$ cat src/rtl/digit_entry_composer_if.sv
// ---------------------------------------------------------------------------
// digit_entry_composer_if
//   Bundle of the front-panel entry signals between the panel (buttons,
//   display/consumer side) and digit_entry_composer.
//
//   Handshake: there is no ready/valid backpressure on this block. The raw
//   buttons are asynchronous levels sampled by the composer; valid_o is a
//   single-cycle pulse that marks the cycle in which seconds_o has just taken
//   a new value, and the consumer must capture it in that cycle because no
//   acknowledgement is expected.
//
//   Signals
//     btn_next_i / btn_inc_i / btn_load_i : raw buttons (panel -> composer)
//     digit1_o .. digit4_o                 : BCD digits being edited
//     sel_o                                : selected digit, 0 = digit1
//     seconds_o                            : last committed seconds value
//     valid_o                              : one-cycle commit pulse
//     overflow_o                           : last commit exceeded MAX_VALUE
//     busy_o                               : conversion in progress
//     dbg_state_o                          : FSM state (0 = EDIT, 1 = CONVERT)
//
//   Modports
//     master : panel / testbench side (drives buttons)
//     slave  : digit_entry_composer side (drives everything else)
// ---------------------------------------------------------------------------
interface digit_entry_composer_if;
    logic        btn_next_i;
    logic        btn_inc_i;
    logic        btn_load_i;
    logic [3:0]  digit1_o;
    logic [3:0]  digit2_o;
    logic [3:0]  digit3_o;
    logic [3:0]  digit4_o;
    logic [1:0]  sel_o;
    logic [12:0] seconds_o;
    logic        valid_o;
    logic        overflow_o;
    logic        busy_o;
    logic        dbg_state_o;

    modport master (
        output btn_next_i, btn_inc_i, btn_load_i,
        input  digit1_o, digit2_o, digit3_o, digit4_o, sel_o,
        input  seconds_o, valid_o, overflow_o, busy_o, dbg_state_o
    );

    modport slave (
        input  btn_next_i, btn_inc_i, btn_load_i,
        output digit1_o, digit2_o, digit3_o, digit4_o, sel_o,
        output seconds_o, valid_o, overflow_o, busy_o, dbg_state_o
    );
endinterface

$ cat src/rtl/digit_entry_composer.sv
// ---------------------------------------------------------------------------
// digit_entry_composer
//   Front-panel entry path for the stopwatch/timer. Three raw buttons are
//   synchronised and debounced; the user edits four BCD digits (digit1 =
//   thousands .. digit4 = ones) and a load press composes them into a 13-bit
//   binary seconds value over four CONVERT cycles.
//
//   Ports
//     clk_i  : system clock, all logic on its rising edge
//     reset  : asynchronous, active-high reset
//     bus    : digit_entry_composer_if.slave (buttons in; digits, sel,
//              seconds, valid, overflow, busy, debug state out)
//
//   Parameters
//     DEBOUNCE_CYCLES : consecutive stable cycles before a level is accepted
//     MAX_VALUE       : largest committable value; larger entries flag overflow
//     REPEAT_CYCLES   : hold time per auto-repeat increment
//
//   Optional feature
//     AUTOREPEAT_EN   : when defined, holding inc in EDIT produces an extra
//                       increment every REPEAT_CYCLES cycles. When undefined
//                       there is one increment per press and no repeat counter.
// ---------------------------------------------------------------------------
module digit_entry_composer #(
    parameter int DEBOUNCE_CYCLES = 20800,
    parameter int MAX_VALUE       = 8191,
    parameter int REPEAT_CYCLES   = 520000
) (
    input  logic                   clk_i,
    input  logic                   reset,
    digit_entry_composer_if.slave  bus
);

    // Reject configurations that the datapath widths cannot honour.
    if (DEBOUNCE_CYCLES < 1) begin : g_bad_debounce
        $error("DEBOUNCE_CYCLES must be at least 1");
    end
    if (MAX_VALUE < 0 || MAX_VALUE > 8191) begin : g_bad_max
        $error("MAX_VALUE must fit in the 13-bit seconds output");
    end
    if (REPEAT_CYCLES < 1) begin : g_bad_repeat
        $error("REPEAT_CYCLES must be at least 1");
    end

    localparam int DW = $clog2(DEBOUNCE_CYCLES + 1);

    typedef enum logic {
        EDIT    = 1'b0,
        CONVERT = 1'b1
    } state_t;

    // ------------------------------------------------------------------
    // Button conditioning. Bit 0 = next, bit 1 = inc, bit 2 = load.
    // ------------------------------------------------------------------
    logic [2:0]    raw;
    logic [2:0]    sync1_q;
    logic [2:0]    sync2_q;
    logic [2:0]    stable_q;
    logic [2:0]    stable_d;
    logic [2:0]    rise_d;
    logic [2:0]    evt_q;
    logic [DW-1:0] deb_cnt_q [3];
    logic [DW-1:0] deb_cnt_d [3];

    assign raw = {bus.btn_load_i, bus.btn_inc_i, bus.btn_next_i};

    // The stable level only follows the synchronised level after it has
    // disagreed for DEBOUNCE_CYCLES cycles in a row; any agreeing cycle
    // restarts the count. rise_d marks the cycle the stable level goes high.
    always_comb begin
        stable_d = stable_q;
        rise_d   = '0;
        for (int b = 0; b < 3; b++) begin
            deb_cnt_d[b] = '0;
            if (sync2_q[b] != stable_q[b]) begin
                if (deb_cnt_q[b] == DW'(DEBOUNCE_CYCLES - 1)) begin
                    stable_d[b] = sync2_q[b];
                    rise_d[b]   = sync2_q[b];
                end else begin
                    deb_cnt_d[b] = deb_cnt_q[b] + DW'(1);
                end
            end
        end
    end

    always_ff @(posedge clk_i or posedge reset) begin
        if (reset) begin
            sync1_q  <= '0;
            sync2_q  <= '0;
            stable_q <= '0;
            evt_q    <= '0;
            for (int b = 0; b < 3; b++) begin
                deb_cnt_q[b] <= '0;
            end
        end else begin
            sync1_q  <= raw;
            sync2_q  <= sync1_q;
            stable_q <= stable_d;
            evt_q    <= rise_d;
            for (int b = 0; b < 3; b++) begin
                deb_cnt_q[b] <= deb_cnt_d[b];
            end
        end
    end

    // ------------------------------------------------------------------
    // Entry FSM state and datapath registers.
    // ------------------------------------------------------------------
    state_t      state_q, state_d;
    logic [1:0]  idx_q, idx_d;
    logic [13:0] acc_q, acc_d;
    logic [13:0] acc_step;
    logic [3:0]  digit_q [4];
    logic [3:0]  digit_d [4];
    logic [1:0]  sel_q, sel_d;
    logic [12:0] seconds_q, seconds_d;
    logic        valid_q, valid_d;
    logic        overflow_q, overflow_d;

    logic next_evt;
    logic inc_evt;
    logic load_evt;

    assign next_evt = evt_q[0];
    assign load_evt = evt_q[2];

`ifdef AUTOREPEAT_EN
    localparam int RW = $clog2(REPEAT_CYCLES + 1);

    logic [RW-1:0] rep_cnt_q, rep_cnt_d;
    logic          rep_evt_q, rep_evt_d;

    // Counts cycles while inc is held in EDIT; the counter is held at zero
    // on release, on a load event and throughout CONVERT.
    always_comb begin
        rep_cnt_d = '0;
        rep_evt_d = 1'b0;
        if (state_q == EDIT && stable_q[1] && !load_evt) begin
            if (rep_cnt_q == RW'(REPEAT_CYCLES - 1)) begin
                rep_evt_d = 1'b1;
            end else begin
                rep_cnt_d = rep_cnt_q + RW'(1);
            end
        end
    end

    always_ff @(posedge clk_i or posedge reset) begin
        if (reset) begin
            rep_cnt_q <= '0;
            rep_evt_q <= 1'b0;
        end else begin
            rep_cnt_q <= rep_cnt_d;
            rep_evt_q <= rep_evt_d;
        end
    end

    assign inc_evt = evt_q[1] | rep_evt_q;
`else
    assign inc_evt = evt_q[1];
`endif

    // Horner step: digit1 enters first, so after four steps acc holds the
    // full decimal value (at most 9999, hence 14 bits).
    assign acc_step = (acc_q * 14'd10) + {10'd0, digit_q[idx_q]};

    always_comb begin
        state_d    = state_q;
        idx_d      = idx_q;
        acc_d      = acc_q;
        digit_d    = digit_q;
        sel_d      = sel_q;
        seconds_d  = seconds_q;
        valid_d    = 1'b0;
        overflow_d = overflow_q;

        case (state_q)
            EDIT: begin
                if (load_evt) begin
                    state_d = CONVERT;
                    acc_d   = '0;
                    idx_d   = '0;
                end else if (inc_evt) begin
                    digit_d[sel_q] = (digit_q[sel_q] == 4'd9) ? 4'd0
                                                             : digit_q[sel_q] + 4'd1;
                end else if (next_evt) begin
                    sel_d = sel_q + 2'd1;
                end
            end
            CONVERT: begin
                // Button events arriving here are simply dropped.
                acc_d = acc_step;
                idx_d = idx_q + 2'd1;
                if (idx_q == 2'd3) begin
                    state_d = EDIT;
                    if (acc_step <= 14'(MAX_VALUE)) begin
                        seconds_d  = acc_step[12:0];
                        valid_d    = 1'b1;
                        overflow_d = 1'b0;
                    end else begin
                        overflow_d = 1'b1;
                    end
                end
            end
            default: state_d = EDIT;
        endcase
    end

    always_ff @(posedge clk_i or posedge reset) begin
        if (reset) begin
            state_q    <= EDIT;
            idx_q      <= '0;
            acc_q      <= '0;
            sel_q      <= '0;
            seconds_q  <= '0;
            valid_q    <= 1'b0;
            overflow_q <= 1'b0;
            for (int i = 0; i < 4; i++) begin
                digit_q[i] <= '0;
            end
        end else begin
            state_q    <= state_d;
            idx_q      <= idx_d;
            acc_q      <= acc_d;
            sel_q      <= sel_d;
            seconds_q  <= seconds_d;
            valid_q    <= valid_d;
            overflow_q <= overflow_d;
            for (int i = 0; i < 4; i++) begin
                digit_q[i] <= digit_d[i];
            end
        end
    end

    assign bus.digit1_o    = digit_q[0];
    assign bus.digit2_o    = digit_q[1];
    assign bus.digit3_o    = digit_q[2];
    assign bus.digit4_o    = digit_q[3];
    assign bus.sel_o       = sel_q;
    assign bus.seconds_o   = seconds_q;
    assign bus.valid_o     = valid_q;
    assign bus.overflow_o  = overflow_q;
    assign bus.busy_o      = (state_q == CONVERT);
    assign bus.dbg_state_o = state_q;

endmodule

$ cat src/flat_wrapper.sv
// flat-port wrapper written by rule: the top's interface ports become plain ports
module digit_entry_composer_flat 
#(
    parameter int DEBOUNCE_CYCLES = 20800,
    parameter int MAX_VALUE       = 8191,
    parameter int REPEAT_CYCLES   = 520000
)
  (clk_i, reset, bus_btn_next_i, bus_btn_inc_i, bus_btn_load_i, bus_digit1_o, bus_digit2_o, bus_digit3_o, bus_digit4_o, bus_sel_o, bus_seconds_o, bus_valid_o, bus_overflow_o, bus_busy_o, bus_dbg_state_o);
  digit_entry_composer_if bus_i ();
  input  logic clk_i;
  input  logic reset;
  input wire logic [$bits(bus_i.btn_next_i)-1:0] bus_btn_next_i;
  input wire logic [$bits(bus_i.btn_inc_i)-1:0] bus_btn_inc_i;
  input wire logic [$bits(bus_i.btn_load_i)-1:0] bus_btn_load_i;
  output wire logic [$bits(bus_i.digit1_o)-1:0] bus_digit1_o;
  output wire logic [$bits(bus_i.digit2_o)-1:0] bus_digit2_o;
  output wire logic [$bits(bus_i.digit3_o)-1:0] bus_digit3_o;
  output wire logic [$bits(bus_i.digit4_o)-1:0] bus_digit4_o;
  output wire logic [$bits(bus_i.sel_o)-1:0] bus_sel_o;
  output wire logic [$bits(bus_i.seconds_o)-1:0] bus_seconds_o;
  output wire logic [$bits(bus_i.valid_o)-1:0] bus_valid_o;
  output wire logic [$bits(bus_i.overflow_o)-1:0] bus_overflow_o;
  output wire logic [$bits(bus_i.busy_o)-1:0] bus_busy_o;
  output wire logic [$bits(bus_i.dbg_state_o)-1:0] bus_dbg_state_o;
  assign bus_i.btn_next_i = bus_btn_next_i;
  assign bus_i.btn_inc_i = bus_btn_inc_i;
  assign bus_i.btn_load_i = bus_btn_load_i;
  assign bus_digit1_o = bus_i.digit1_o;
  assign bus_digit2_o = bus_i.digit2_o;
  assign bus_digit3_o = bus_i.digit3_o;
  assign bus_digit4_o = bus_i.digit4_o;
  assign bus_sel_o = bus_i.sel_o;
  assign bus_seconds_o = bus_i.seconds_o;
  assign bus_valid_o = bus_i.valid_o;
  assign bus_overflow_o = bus_i.overflow_o;
  assign bus_busy_o = bus_i.busy_o;
  assign bus_dbg_state_o = bus_i.dbg_state_o;
  digit_entry_composer #(.DEBOUNCE_CYCLES(DEBOUNCE_CYCLES), .MAX_VALUE(MAX_VALUE), .REPEAT_CYCLES(REPEAT_CYCLES)) u_core (.clk_i(clk_i), .reset(reset), .bus(bus_i));
endmodule
$ cat config.mk
export PLATFORM = sky130hd
export DESIGN_NAME = digit_entry_composer_flat
export DESIGN_NICKNAME = d
export VERILOG_FILES = /design/src/rtl/digit_entry_composer_if.sv /design/src/rtl/digit_entry_composer.sv /design/src/flat_wrapper.sv
export SDC_FILE = /design/constraint.sdc
export NUM_CORES = 1
export LEC_CHECK = 0
export CAP_MARGIN = 20
export CORE_AREA = 5 5 111 113
export DETAILED_ROUTE_END_ITERATION = 7
export DIE_AREA = 0 0 116 118
export GPL_TIMING_DRIVEN = 0
export PLACE_DENSITY = 0.69
export SLEW_MARGIN = 20
export SYNTH_ARGS = -nofsm -noshare
export SYNTH_HDL_FRONTEND = slang
export SYNTH_SLANG_ARGS = --single-unit
$ cat constraint.sdc
create_clock -name clk_i -period 4.4 [get_ports clk_i]
set_clock_uncertainty 0.05 [all_clocks]
set_input_delay 1.32 -clock clk_i [delete_from_list [all_inputs] [get_ports clk_i]]
set_output_delay 1.32 -clock clk_i [all_outputs]
set_load 0.03 [all_outputs]
==> impl_results.md <==
- P_leak: between 2 and 3 nW
- Vias in the first global route: between 3k and 4k
- Most frequent cells in the layout: dfrtp_1 (106), nor2_1 (81), clkdlybuf4s50_1 (39), xnor2_1 (35), ha_1 (30)
- DRC viols: 0
- Die H: 118 um
- Adder-cell share of the synthesized area: 0.0757
- Via density: ~5.4
- Fin Hold WS: about 0.30 ns
- Die width: roughly 120 um
- Total number of vias: 3,746
- Grt ovf: 0
- CP Max Fanout: 10
- Sequential area share after synthesis: 0.483
- Combinational family with the most area after synthesis: simple AND/OR/NAND/NOR gates
- Yosys top cell area share: 0.483
- Hold Path Origin: u_core.sync1_q[0]
- Fill cells: 954
- Pwr Density: 289 nW/um^2
- Startpoint types: flip-flop
- Critical path launch point: u_core.idx_q[1]
- Syn. warnings: 0
- TritonCTS Buffers: 9
- Post-CTS Setup Bufs: 0
- First-pass GRT wire length: 18,300 um
- CP Data Arrival Time: ~3.8 ns
- Most used DFF post-synth: dfrtp_1
- DPL Wire Length: between 7000 and 8000 um
- ANT nets after route: 0
- Pre-CTS setup slack: 0.794 ns
- Largest net degree at the start of global routing: 58
- Reg-to-Reg Start: u_core.idx_q[1]
- Routability cong.: 0.889
- Hold Vio Cnt, Final: 0
- Antenna diode count: 0
- Clk sinks: 106
- Maxcap violations: 0
- Slew Viols, Final: 0
- Syn Inst Count: 494
- Mapped Avg Cell Area: between 10 and 15 sq um
- Proportion of synthesized area in mux cells: 0.0784
- Post_cts resized: 0
- Clk slew on worst S/H paths: approximately 0.07 ns
- XOR/XNOR Fraction of Synth Area: 0.103
- Clock tree root driver cell: clkbuf_16
- H-tree depth: 3
- Wirelength, routed: slightly above 10,000 um
- HP Class: flip-flop to flip-flop
- Final setup margin: about 0.75 ns
- CP Class: flip-flop to flip-flop
- Minimum clock period: 3.65 ns
- WL per Instance: 15.0 um
- Least-Margin Pin Slew: 0.577 ns
- Async S/R FF share, synth: 1.00
- Post-Syn Area: 5490 sq um
- RSZ-0062 raised after global routing: no
- NumNets Final: approximately 580
- Yosys reg bits: between 100 and 150
- First-pass DRT Iterations: 4
- Simple-gate share of the synthesized area: 0.165
- Status: finished, final reports clean
- Synth Area in Compound Gates: 0.0743
- CTS tree: yes
- GRT Overall Usage: 0.165
- Crit end category: flip-flop
- Net count after synthesis: 531
- Most common cell after layout, fill and taps aside: dfrtp_1
- WP data required: 4.58 ns
- Core Area: 11,200 sq um
- Initial antenna violation count: 0
- Final period util: 0.830
- EDFF count, synth: 0
- Cell taking the most area after synthesis: dfrtp_1
- Clk buf depth: 2
- IO Pins: 40
- Synth unique cells: 52
- Share of post-route cells with drive strength above 1: 0.105
- FP Rows: 39
- 1st-iter DRT viols: ~120
- Port-buffer cells: 39
- Slew HR: 0.610
- Clock latency at the later pin of the worst-skew pair: 0.34 ns
- F_max: between 200 and 300 MHz
- Top post-synthesis cells by area: dfrtp_1 (48%), ha_1 (6.8%), xnor2_1 (5.6%), nor2_1 (5.5%), xor2_1 (4.1%)
- Die ar.: 13,700 sq um
- # hold bufs at CTS: 0
- VDD IR max: 0.198 mV
- Starting Density: 0.489
- Final Setup Violations: 0
- Area growth, synth to finish: 16.3%
-- path summary, 6_finish.rpt --
path	end	slack (ns)	depth (start not counted)
max in group asynchronous	u_core.bus.digit4_o[2]	2.35	3
min	u_core.sync2_q[0]	0.30	0
max	u_core.bus.seconds_o[5]	0.75	12
max reg2reg	u_core.bus.seconds_o[5]	0.75	12
min in group asynchronous	u_core.deb_cnt_q[10]	1.34	2
min reg2reg	u_core.sync2_q[0]	0.30	0
-- cells in the mapped netlist (5+ instances only) --
master / number
clkbuf_1: 11
and3_1: 18
nand3_1: 26
mux2_4: 8
dfrtp_1: 106
a21oi_1: 28
nor3b_1: 7
nor2_1: 81
mux2_2: 8
nand2_1: 18
xor2_1: 26
xnor2_1: 35
inv_1: 11
o21ai_0: 5
nand4_1: 6
ha_1: 30
a22o_1: 14
mux4_2: 8
-- registers in the layout, summed over array words and instances (netlist names) --
register / flops
u_core.bus.digit1_o: 4
u_core.acc_q: 13
u_core.bus.busy_o: 1
u_core.sync1_q: 3
u_core.bus.digit4_o: 4
u_core.bus.digit3_o: 4
u_core.deb_cnt_q: 45
u_core.idx_q: 2
u_core.bus.seconds_o: 13
u_core.bus.valid_o: 1
u_core.evt_q: 3
u_core.bus.digit2_o: 4
u_core.bus.sel_o: 2
u_core.stable_q: 3
u_core.bus.overflow_o: 1
u_core.sync2_q: 3
-- power breakdown --
part | switching (mW) | internal [mW]
clock network | 0.359 | 0.446
logic | 0.0315 | 0.0144
registers | 0.00766 | 0.983
total | 0.399 | 1.44
-- layout make-up --
type	instances	area, sq um	share of cell area
well taps	143	179	0.0280
multi-input cells	364	2730	0.427
clock buffers	11	233	0.0364
repair buffers	40	418	0.0655
flip-flops and latches	106	2650	0.415
inverters	11	46.3	0.00725
clock inverters	5	61.3	0.00960
plain buffers	13	68.8	0.0108
-- layer usage --
metal	part of all wire	GRT usage	wire length, um
met5	0	0	0
met4	0.012	0.0609	125
met3	0.031	0.0386	327
met2	0.51	0.276	5340
met1	0.44	0.206	4590
-- worst max-delay path, stage by stage, from the launching register on --
cell and delay (ns):
dfrtp_1 0.53, mux4_2 0.57, ha_1 0.23, fa_1 0.42, a21o_1 0.21, nand2_1 0.11
nor2_2 0.07, nand3_2 0.08, and4bb_2 0.29, and3_4 0.20, nor3_4 0.27, buf_12 0.19
mux2_4 0.30
-- cell families (layout without fill, tap and decap cells) --
kind of cell,Yosys count,after routing
buf+inv,24,80
fa+ha+maj,32,32
simple gates,180,180
mux,28,28
flops,106,106
compound gates,61,61
xor+xnor,63,63
-- per-stage QoR --
step / setup TNS [ns] / area (sq um) / power (mW) / util / cells
floorplan: 0 / 5490 / 1.04 / - / 494
global placement: -132.92 / 6060 / 1.05 / 0.540 / 676
detailed placement: 0 / 6090 / 1.06 / 0.543 / 677
CTS: 0 / 6380 / 1.87 / 0.569 / 693
global route: 0 / 6380 / 1.92 / 0.569 / 693
finish: 0 / 6380 / 1.84 / 0.569 / 693
Note: power is estimated with default switching activity, not from simulation.
